### src/rtl/burst_channel_switch_pkg.sv
// Shared definitions for the burst channel switch: per-destination FSM state
// encoding and the index-width helper used to size source/destination indices.
package burst_channel_switch_pkg;

  typedef logic [0:0] fsm_state_t;

  localparam fsm_state_t ST_IDLE   = 1'b0;
  localparam fsm_state_t ST_LOCKED = 1'b1;

  // Bits needed to index n items; a single item still gets a 1-bit index.
  function automatic int unsigned idx_width(input int unsigned n);
    return (n > 1) ? $clog2(n) : 1;
  endfunction

endpackage

### src/rtl/burst_channel_switch_if.sv
// Source and destination handshake bundle for burst_channel_switch.
//   src*  : M source ports (valid, target, payload, last in; ready, decode error out)
//   dst*  : N destination ports (valid, payload, last, source index out; ready in)
// Modport slave is the switch itself; master is whatever drives sources and sinks.
interface burst_channel_switch_if #(
  parameter int unsigned M     = 2,
  parameter int unsigned N     = 2,
  parameter int unsigned WIDTH = 64
);
  import burst_channel_switch_pkg::*;

  localparam int unsigned LOG_N = idx_width(N);
  localparam int unsigned LOG_M = idx_width(M);

  logic [M-1:0]                 srcVld_i;
  logic [M-1:0][LOG_N-1:0]      srcTarget_i;
  logic [M-1:0][WIDTH-1:0]      srcDat_i;
  logic [M-1:0]                 srcLast_i;
  logic [M-1:0]                 srcRdy_o;
  logic [M-1:0]                 srcDecErr_o;
  logic [N-1:0]                 dstVld_o;
  logic [N-1:0][WIDTH-1:0]      dstDat_o;
  logic [N-1:0]                 dstLast_o;
  logic [N-1:0][LOG_M-1:0]      dstSrc_o;
  logic [N-1:0]                 dstRdy_i;

  modport slave (
    input  srcVld_i, srcTarget_i, srcDat_i, srcLast_i, dstRdy_i,
    output srcRdy_o, srcDecErr_o, dstVld_o, dstDat_o, dstLast_o, dstSrc_o
  );

  modport master (
    output srcVld_i, srcTarget_i, srcDat_i, srcLast_i, dstRdy_i,
    input  srcRdy_o, srcDecErr_o, dstVld_o, dstDat_o, dstLast_o, dstSrc_o
  );

endinterface

### src/rtl/dst_port_arbiter.sv
// One destination port: round-robin arbiter over M sources, burst-lock FSM
// (IDLE/LOCKED with owner) and a one-entry output register.
//   req_i      : per-source request already decoded for this destination
//   src_dat_i  : all source payloads; src_last_i : all source last flags
//   grant_o    : one-hot acceptance this cycle (contributes to srcRdy_o)
//   dst_*_o    : registered beat, dst_rdy_i pops it
module dst_port_arbiter
  import burst_channel_switch_pkg::*;
#(
  parameter int unsigned M          = 2,
  parameter int unsigned WIDTH      = 64,
  parameter int unsigned LOCK_BURST = 1,
  localparam int unsigned LOG_M     = idx_width(M)
) (
  input  logic                     clk,
  input  logic                     rst,
  input  logic [M-1:0]             req_i,
  input  logic                     dst_rdy_i,
  input  logic [M-1:0][WIDTH-1:0]  src_dat_i,
  input  logic [M-1:0]             src_last_i,
  output logic [M-1:0]             grant_o,
  output logic                     dst_vld_o,
  output logic [WIDTH-1:0]         dst_dat_o,
  output logic                     dst_last_o,
  output logic [LOG_M-1:0]         dst_src_o
);

  fsm_state_t       state_q, state_d;
  logic [LOG_M-1:0] owner_q, owner_d;
  logic [LOG_M-1:0] rr_q, rr_d;
  logic             vld_q, vld_d;
  logic [WIDTH-1:0] dat_q, dat_d;
  logic             last_q, last_d;
  logic [LOG_M-1:0] src_q, src_d;

  logic             found;
  logic [LOG_M-1:0] winner;
  logic             loadable;
  logic             accept;
  logic             win_last;
  int unsigned      idx;

  always_comb begin
    found    = 1'b0;
    winner   = '0;
    idx      = 0;
    loadable = !vld_q || dst_rdy_i;
    if (state_q == ST_LOCKED) begin
      // Mid-burst: only the owner may proceed, everyone else waits.
      found  = req_i[owner_q];
      winner = owner_q;
    end else begin
      for (int unsigned k = 0; k < M; k++) begin
        idx = (32'(rr_q) + k) % M;
        if (!found && req_i[LOG_M'(idx)]) begin
          found  = 1'b1;
          winner = LOG_M'(idx);
        end
      end
    end
    accept   = found && loadable;
    win_last = src_last_i[winner];
    grant_o  = '0;
    if (accept) grant_o[winner] = 1'b1;
  end

  always_comb begin
    state_d = state_q;
    owner_d = owner_q;
    rr_d    = rr_q;
    vld_d   = vld_q;
    dat_d   = dat_q;
    last_d  = last_q;
    src_d   = src_q;
    if (accept) begin
      vld_d  = 1'b1;
      dat_d  = src_dat_i[winner];
      last_d = win_last;
      src_d  = winner;
    end else if (dst_rdy_i) begin
      vld_d  = 1'b0;
    end
    if (accept && (win_last || LOCK_BURST == 0)) begin
      rr_d = LOG_M'((32'(winner) + 1) % M);
    end
    if (accept && LOCK_BURST != 0) begin
      if (state_q == ST_IDLE && !win_last) begin
        state_d = ST_LOCKED;
        owner_d = winner;
      end else if (state_q == ST_LOCKED && win_last) begin
        state_d = ST_IDLE;
      end
    end
  end

  always_ff @(posedge clk) begin
    if (rst) begin
      state_q <= ST_IDLE;
      owner_q <= '0;
      rr_q    <= '0;
      vld_q   <= 1'b0;
      dat_q   <= '0;
      last_q  <= 1'b0;
      src_q   <= '0;
    end else begin
      state_q <= state_d;
      owner_q <= owner_d;
      rr_q    <= rr_d;
      vld_q   <= vld_d;
      dat_q   <= dat_d;
      last_q  <= last_d;
      src_q   <= src_d;
    end
  end

  assign dst_vld_o  = vld_q;
  assign dst_dat_o  = dat_q;
  assign dst_last_o = last_q;
  assign dst_src_o  = src_q;

endmodule

### src/rtl/burst_channel_switch.sv
// M-source by N-destination burst switch. Decodes each source's target into
// per-destination requests, flags out-of-range targets as decode errors (beat
// accepted and dropped), and ORs the per-destination grants into srcRdy_o.
//   clk, rst : single clock, synchronous active-high reset
//   bus      : source/destination handshake bundle (slave side)
module burst_channel_switch
  import burst_channel_switch_pkg::*;
#(
  parameter int unsigned M          = 2,
  parameter int unsigned N          = 2,
  parameter int unsigned WIDTH      = 64,
  parameter int unsigned LOCK_BURST = 1,
  localparam int unsigned LOG_N     = idx_width(N),
  localparam int unsigned LOG_M     = idx_width(M)
) (
  input logic                  clk,
  input logic                  rst,
  burst_channel_switch_if.slave bus
);

  logic [N-1:0][M-1:0]     req;
  logic [N-1:0][M-1:0]     grant;
  logic [M-1:0]            dec_err;
  logic [M-1:0]            src_rdy;
  logic [N-1:0]            dst_vld;
  logic [N-1:0][WIDTH-1:0] dst_dat;
  logic [N-1:0]            dst_last;
  logic [N-1:0][LOG_M-1:0] dst_src;

  // Requests are masked during reset so nothing is granted or flagged.
  always_comb begin
    req     = '0;
    dec_err = '0;
    for (int unsigned i = 0; i < M; i++) begin
      dec_err[i] = !rst && bus.srcVld_i[i] && (32'(bus.srcTarget_i[i]) >= N);
      for (int unsigned d = 0; d < N; d++) begin
        req[d][i] = !rst && bus.srcVld_i[i] && (32'(bus.srcTarget_i[i]) == d);
      end
    end
  end

  always_comb begin
    src_rdy = '0;
    for (int unsigned i = 0; i < M; i++) begin
      src_rdy[i] = dec_err[i];
      for (int unsigned d = 0; d < N; d++) begin
        src_rdy[i] = src_rdy[i] | grant[d][i];
      end
    end
  end

  for (genvar d = 0; d < N; d++) begin : g_dst
    dst_port_arbiter #(
      .M          (M),
      .WIDTH      (WIDTH),
      .LOCK_BURST (LOCK_BURST)
    ) u_dst_port_arbiter (
      .clk        (clk),
      .rst        (rst),
      .req_i      (req[d]),
      .dst_rdy_i  (bus.dstRdy_i[d]),
      .src_dat_i  (bus.srcDat_i),
      .src_last_i (bus.srcLast_i),
      .grant_o    (grant[d]),
      .dst_vld_o  (dst_vld[d]),
      .dst_dat_o  (dst_dat[d]),
      .dst_last_o (dst_last[d]),
      .dst_src_o  (dst_src[d])
    );
  end

  assign bus.srcRdy_o    = src_rdy;
  assign bus.srcDecErr_o = dec_err;
  assign bus.dstVld_o    = dst_vld;
  assign bus.dstDat_o    = dst_dat;
  assign bus.dstLast_o   = dst_last;
  assign bus.dstSrc_o    = dst_src;

endmodule

### src/flat_wrapper.sv
// flat-port wrapper written by rule: the top's interface ports become plain ports
module burst_channel_switch_flat import burst_channel_switch_pkg::*;
#(
  parameter int unsigned M          = 2,
  parameter int unsigned N          = 2,
  parameter int unsigned WIDTH      = 64,
  parameter int unsigned LOCK_BURST = 1,
  localparam int unsigned LOG_N     = idx_width(N),
  localparam int unsigned LOG_M     = idx_width(M)
)
  (clk, rst, bus_srcVld_i, bus_srcTarget_i, bus_srcDat_i, bus_srcLast_i, bus_dstRdy_i, bus_srcRdy_o, bus_srcDecErr_o, bus_dstVld_o, bus_dstDat_o, bus_dstLast_o, bus_dstSrc_o);
  burst_channel_switch_if #(.M(M), .N(N), .WIDTH(WIDTH)) bus_i ();
  input logic clk;
  input logic rst;
  input wire logic [$bits(bus_i.srcVld_i)-1:0] bus_srcVld_i;
  input wire logic [$bits(bus_i.srcTarget_i)-1:0] bus_srcTarget_i;
  input wire logic [$bits(bus_i.srcDat_i)-1:0] bus_srcDat_i;
  input wire logic [$bits(bus_i.srcLast_i)-1:0] bus_srcLast_i;
  input wire logic [$bits(bus_i.dstRdy_i)-1:0] bus_dstRdy_i;
  output wire logic [$bits(bus_i.srcRdy_o)-1:0] bus_srcRdy_o;
  output wire logic [$bits(bus_i.srcDecErr_o)-1:0] bus_srcDecErr_o;
  output wire logic [$bits(bus_i.dstVld_o)-1:0] bus_dstVld_o;
  output wire logic [$bits(bus_i.dstDat_o)-1:0] bus_dstDat_o;
  output wire logic [$bits(bus_i.dstLast_o)-1:0] bus_dstLast_o;
  output wire logic [$bits(bus_i.dstSrc_o)-1:0] bus_dstSrc_o;
  assign bus_i.srcVld_i = bus_srcVld_i;
  assign bus_i.srcTarget_i = bus_srcTarget_i;
  assign bus_i.srcDat_i = bus_srcDat_i;
  assign bus_i.srcLast_i = bus_srcLast_i;
  assign bus_i.dstRdy_i = bus_dstRdy_i;
  assign bus_srcRdy_o = bus_i.srcRdy_o;
  assign bus_srcDecErr_o = bus_i.srcDecErr_o;
  assign bus_dstVld_o = bus_i.dstVld_o;
  assign bus_dstDat_o = bus_i.dstDat_o;
  assign bus_dstLast_o = bus_i.dstLast_o;
  assign bus_dstSrc_o = bus_i.dstSrc_o;
  burst_channel_switch #(.M(M), .N(N), .WIDTH(WIDTH), .LOCK_BURST(LOCK_BURST)) u_core (.clk(clk), .rst(rst), .bus(bus_i));
endmodule
### config.mk
export PLATFORM = sky130hd
export DESIGN_NAME = burst_channel_switch_flat
export DESIGN_NICKNAME = d
export VERILOG_FILES = /design/src/rtl/burst_channel_switch_pkg.sv /design/src/rtl/burst_channel_switch_if.sv /design/src/rtl/dst_port_arbiter.sv /design/src/rtl/burst_channel_switch.sv /design/src/flat_wrapper.sv
export SDC_FILE = /design/constraint.sdc
export NUM_CORES = 1
export LEC_CHECK = 0
export CAP_MARGIN = 20
export CORE_MARGIN = 1.5
export CORE_UTILIZATION = 49
export CTS_BUF_LIST = sky130_fd_sc_hd__clkbuf_8
export CTS_CLUSTER_SIZE = 12
export DETAILED_ROUTE_END_ITERATION = 8
export PLACE_DENSITY = 0.92
export SETUP_SLACK_MARGIN = 0.02
export SYNTH_ARGS = -nofsm -noshare
export SYNTH_HDL_FRONTEND = slang
export SYNTH_SLANG_ARGS = --single-unit
### constraint.sdc
create_clock -name clk -period 5.7 [get_ports clk]
set_input_delay 0.57 -clock clk [delete_from_list [all_inputs] [get_ports clk]]
set_output_delay 0.57 -clock clk [all_outputs]
set_load 0.1 [all_outputs]
==> key figures <==
Detailed routing
  – Total Routed Length: 25250 um
  – DR vias: 7936
  – DRC Markers: 0
  – DR WL/cell: 20.62 um
  – Drt via density: 6.478
  – Drt first pass iters: 5
  – Initial DRC Count: 860
  – Post-DRT Antenna Nets: 0

STA
  – Fin crit period: 3.799 ns
  – Setup TNS: 0 ns
  – Hold violation total from the final report: 0
  – Final setup fails: 0
  – Max Freq: 263.2 MHz
  – Fin. max-slew vios: 0
  – RSZ-0062 raised after global routing: no
  – Layout Skew: 0.01379 ns
  – Slew @ Worst Pin: 1.119 ns
  – Final period utilization: 66.65%
  – Relative slew slack: 25.41%
  – WHS: 0.5108 ns

Worst hold path
  – Worst Hold Depth: 1
  – Hold WC Path Type: reg -> reg
  – Hold EP: u_core.g_dst[1].u_dst_port_arbiter.rr_q
  – Min-delay src: u_core.g_dst[1].u_dst_port_arbiter.rr_q

Synth
  – EDFF count, synth: 0
  – Syn_area_per_cell: 8.474 um2
  – Post-synth ARST share: 0%
  – Cell taking the most area after synthesis: dfxtp_1
  – Area of the mapped netlist: 7127 um2
  – Ranking of synthesized cells by area: dfxtp_1 39%, a311oi_2 11%, a311oi_1 10%
  – Ys flop type: dfxtp_1
  – Synth top area share: 39.33%
  – Most numerous cell in the Yosys netlist: dfxtp_1
  – YS warnings: 0
  – Yosys reg bits: 140
  – Synth unique cells: 47
  – Commonest cells in the synthesized netlist: 140 x dfxtp_1, 134 x a21oi_1, 132 x nand2_1
  – Instance count of the mapped netlist: 841
  – Post-synthesis sequential area ratio: 39.33%

Clock tree
  – H-tree Lvls: 4
  – Clock tree buffer depth: 2
  – # hold bufs at CTS: 0
  – Buffers inserted by post-CTS timing repair: 0
  – Root buffer selected by CTS: clkbuf_8
  – CTS Sinks: 140
  – CTS resizes: 0
  – Inserted Clock Buffers: 17
  – Clock Latency Late Sink: 0.45 ns
  – TritonCTS clock tree: yes
  – Clk pin slew, worst setup/hold paths: 0.07 ns

Power and ir drop
  – Cell Pwr Density: 321.0 nW/um2
  – Peak VDD IR: 0.1612 mV
  – Lkg Pwr: 3.332 nW

Die
  – Core area: 14040 um2
  – Num ports: 276
  – Die Height: 123.6 um
  – Initial Util: 50.75%
  – Row cnt: 43
  – DIE WIDTH: 123.6 um
  – Die area: 15280 um2

Worst setup path
  – Worst Reg-to-Reg Cells: 5
  – Setup crit end kind: output pin
  – CP startpoint kind: primary input
  – RR Startpoint: u_core.g_dst[1].u_dst_port_arbiter.dst_vld_o
  – Setup CP Type: in -> out
  – R2R setup slack: 2.63 ns
  – Critical path arrival: 3.23 ns
  – Critical path peak fanout: 4
  – Worst endpoint required time: 5.13 ns

Placement
  – Port bufs: 273
  – Gpl congestion: 0.8260
  – Dpl cells: 1193
  – Detail Placement HPWL: 15230 um
  – Cell Area, Placed: 9639 um2

Cells and area
  – Final Non-Filler Cells: 1225
  – Number of fillers in the final layout: 1030
  – Diode count: 0
  – Multi-input gate area: 3767 um2
  – Area grow syn2layout: 41.15%
  – Layout cells sized above 1: 10.91%
  – Final nets: 1172
  – Final Instance Area: 10060 um2
  – Storage element area: 2803 um2

Global routing
  – Overflow left after global routing: 0
  – GRT Overall Usage: 32.03%
  – Number of global-route vias before repair: 7687
  – Largest net degree at the start of global routing: 84
  – Initial antenna violation count: 0
  – First-pass GRT wire length: 38630 um

Flow run
  – Max-cap violation count: 0

Run status
  – Status: completed
critical path, cell delays in order:
cell and delay, ns:
clkdlybuf4s50_1 0.51, or3b_1 0.43, a211oi_1 0.37, a32o_1 0.21, clkdlybuf4s50_1 1.13
layout by cell type (no fill, tap or decap), types with 2 or more instances in the layout:
master	count
clkdlybuf4s50_1	271
dfxtp_1	140
a21oi_1	134
nand2_1	132
a311oi_1	81
nand3_1	64
o21ai_0	52
a311oi_2	50
clkbuf_8	20
buf_4	13
o21ai_1	12
inv_1	7
a211oi_1	7
nor2b_1	5
nor2_1	5
clkinv_2	4
a31o_2	3
bufinv_16	3
clkinvlp_4	3
and2_1	2
nand2b_1	2
nand3b_1	2
nand2b_2	2
o32ai_4	2
ha_1	2
conb_1	2
metrics by stage:
stage	total power [mW]	utilization [%]	worst slack, ns
6_report	3.229	71.64	1.901
3_3_place_gp	2.366	68.64	1.948
5_1_grt	3.334	71.64	1.845
3_5_place_dp	2.383	68.64	1.824
4_1_cts	3.230	71.64	1.968
2_1_floorplan	2.045	-	2.630
state kept, by name (all words and copies together) (netlist names):
name / cells
u_core.g_dst.u_dst_port_arbiter.state_q: 2
u_core.g_dst.u_dst_port_arbiter.rr_q: 2
u_core.g_dst.u_dst_port_arbiter.dst_src_o: 2
u_core.g_dst.u_dst_port_arbiter.dst_vld_o: 2
u_core.g_dst.u_dst_port_arbiter.dst_dat_o: 128
u_core.g_dst.u_dst_port_arbiter.dst_last_o: 2
u_core.g_dst.u_dst_port_arbiter.owner_q: 2
where the power goes:
group	internal (mW)	switching, mW
registers	1.06	0.0524
clock network	0.463	0.395
logic	0.342	0.913
area by class of cell:
type | instances | area share (%)
multi-input combinational | 582 | 37.45
timing repair buffer | 285 | 28.05
sequential | 140 | 27.86
clock buffer | 20 | 2.736
tap | 180 | 2.239
clock inverter | 12 | 1.443
inverter | 6 | 0.2239
how the worst max path moves through the flow:
stage / end / from / cells past startpoint / slack (ns)
3_3_place_gp: u_core.g_dst[0].u_dst_port_arbiter.dst_dat_o[5] / bus_srcVld_i[0] / 6 / 1.95
2_1_floorplan: bus_srcRdy_o[0] / rst / 8 / 2.63
5_1_grt: bus_srcRdy_o[1] / bus_srcVld_i[1] / 5 / 1.84
4_1_cts: bus_srcRdy_o[1] / bus_srcVld_i[1] / 5 / 1.97
6_report: bus_srcRdy_o[1] / bus_srcVld_i[1] / 5 / 1.90
3_5_place_dp: register / bus_srcVld_i[0] / 6 / 1.82
metal layers:
layer / vias to the layer above / track usage [%] / part of all wire (%)
met5: - / 0 / 0
met4: 0 / 16.52 / 3.6
met3: 87 / 6.960 / 9.0
met2: 513 / 53.83 / 49
met1: 3797 / 38.46 / 38
li1: 3539 / - / -
cell families (layout without fill, tap and decap cells):
logic type      Yosys count  after routing  synth area share, %
simple gates            227            227                14.47
fa+ha+maj                 2              2               0.3511
buf+inv                 120            323                8.444
flops                   140            140                39.33
other cells               1              2              0.05262
compound gates          350            350                37.22
mux                       1              1               0.1405
(Power assumes the default switching activity.)
==> edit: new RTL, same settings <==
`M` is set to 2 in 4 places; all go to 1.
--- a/src/rtl/burst_channel_switch_if.sv
+++ b/src/rtl/burst_channel_switch_if.sv
@@ -5,3 +5,3 @@
 interface burst_channel_switch_if #(
-  parameter int unsigned M     = 2,
+  parameter int unsigned M     = 1,
   parameter int unsigned N     = 2,
--- a/src/rtl/dst_port_arbiter.sv
+++ b/src/rtl/dst_port_arbiter.sv
@@ -9,3 +9,3 @@
 #(
-  parameter int unsigned M          = 2,
+  parameter int unsigned M          = 1,
   parameter int unsigned WIDTH      = 64,
--- a/src/rtl/burst_channel_switch.sv
+++ b/src/rtl/burst_channel_switch.sv
@@ -8,3 +8,3 @@
 #(
-  parameter int unsigned M          = 2,
+  parameter int unsigned M          = 1,
   parameter int unsigned N          = 2,
--- a/src/flat_wrapper.sv
+++ b/src/flat_wrapper.sv
@@ -3,3 +3,3 @@
 #(
-  parameter int unsigned M          = 2,
+  parameter int unsigned M          = 1,
   parameter int unsigned N          = 2,
Interface: changed (6 resized); port bits go from 276 to 207. No check against the original RTL was run, so the function may have changed too.
==> edit against the unedited design <==
Largest cell class is now registers. Core utilization rose by 0.41 points. Setup slack improved by 0.49 ns. Routed wire length fell by 30%. Sequential cell count shrank 2. Synthesized cell count is 23% lower. Design area is 22% lower. Area after synthesis is 24% lower. Critical endpoint is now bus_srcRdy_o. Clock skew shrank 0.0065 ns.
Power is not compared: it rests on default switching activity, and its combinational part moved more than twofold at a synthesized area within 25%.
==> edit: results (changes against the unedited design) <==
run_status:
  status: "finished clean"  # unchanged
finish:
  nonClkBufAreaFrac: 0.272  # was 0.280
  fin_area_mm2: 0.00781  # was 0.0101 mm^2
  multiInputGateArea_mm2: 0.00225  # was 0.00377 mm^2
  clk_share: 0.0626  # was 0.0418
  inv_count: 3  # was 6
  drive_above_1_share: 0.0728  # was 0.109
  multi_input_cells: 424  # was 582
  clockBufferCount: 22  # was 20
drt:
  m1WireLength_mm: 6.84  # was 9.64 mm
  avgRoutedWirePerCell_um: 18.5  # was 20.6 um
  drt_first_pass_iters: 7  # was 5
  via_count: 5655  # was 7936
  routed_via_density: 5.95  # was 6.48
place:
  io_buffers: 205  # was 273
  dp.cells: 917  # was 1193
  gp_congestion: 0.780  # was 0.826
  place_area_mm2: 0.00730  # was 0.00964 mm^2
floorplanning:
  num_tap_cells: 140  # was 180
  core_area_mm2: 0.0108  # was 0.0140 mm^2
synth:
  synth_top_cells_by_area: "dfxtp_1 (51%), a21oi_1 (13%), o21ai_0 (12%), nand3_1 (11%), clkbuf_1 (2.8%)"  # was dfxtp_1 (39%), a311oi_2 (11%), a311oi_1 (10%), a21oi_1 (9.4%), nand2_1 (7.0%)
global_route:
  grt_max_degree: 95  # was 84
  gr-usage-met3: 0.0814  # was 0.0696
  grt_usage: 0.287  # was 0.320
critical_path:
  cp_slowest_stage_delay_ns: 1.20  # was 1.13 ns
==> edit: cell types whose count changed in the layout (fill, tap and decap cells not counted), sizes merged, moves of 6 or more <==
cell	delta
a211oi	-7
a311oi	-131
clkdlybuf4s50	-67
nand2	-129
nand3	+68
nor2	-6
o21ai	+67
==> edit: final timing paths <==
check / start / to / slack (ns) / cells after the start
worst min-delay path: u_core.g_dst[0].u_dst_port_arbiter.owner_q$_SDFFE_PP0P_ / u_core.g_dst[0].u_dst_port_arbiter.owner_q$_SDFFE_PP0P_ / 0.46 / 2
worst max-delay path: bus_srcVld_i / bus_srcRdy_o / 2.39 / 5
worst min register to register: u_core.g_dst[0].u_dst_port_arbiter.owner_q$_SDFFE_PP0P_ / u_core.g_dst[0].u_dst_port_arbiter.owner_q$_SDFFE_PP0P_ / 0.46 / 2
worst max register to register: u_core.g_dst[1].u_dst_port_arbiter.dst_vld_o$_SDFFE_PP0P_ / flop / 3.82 / 4
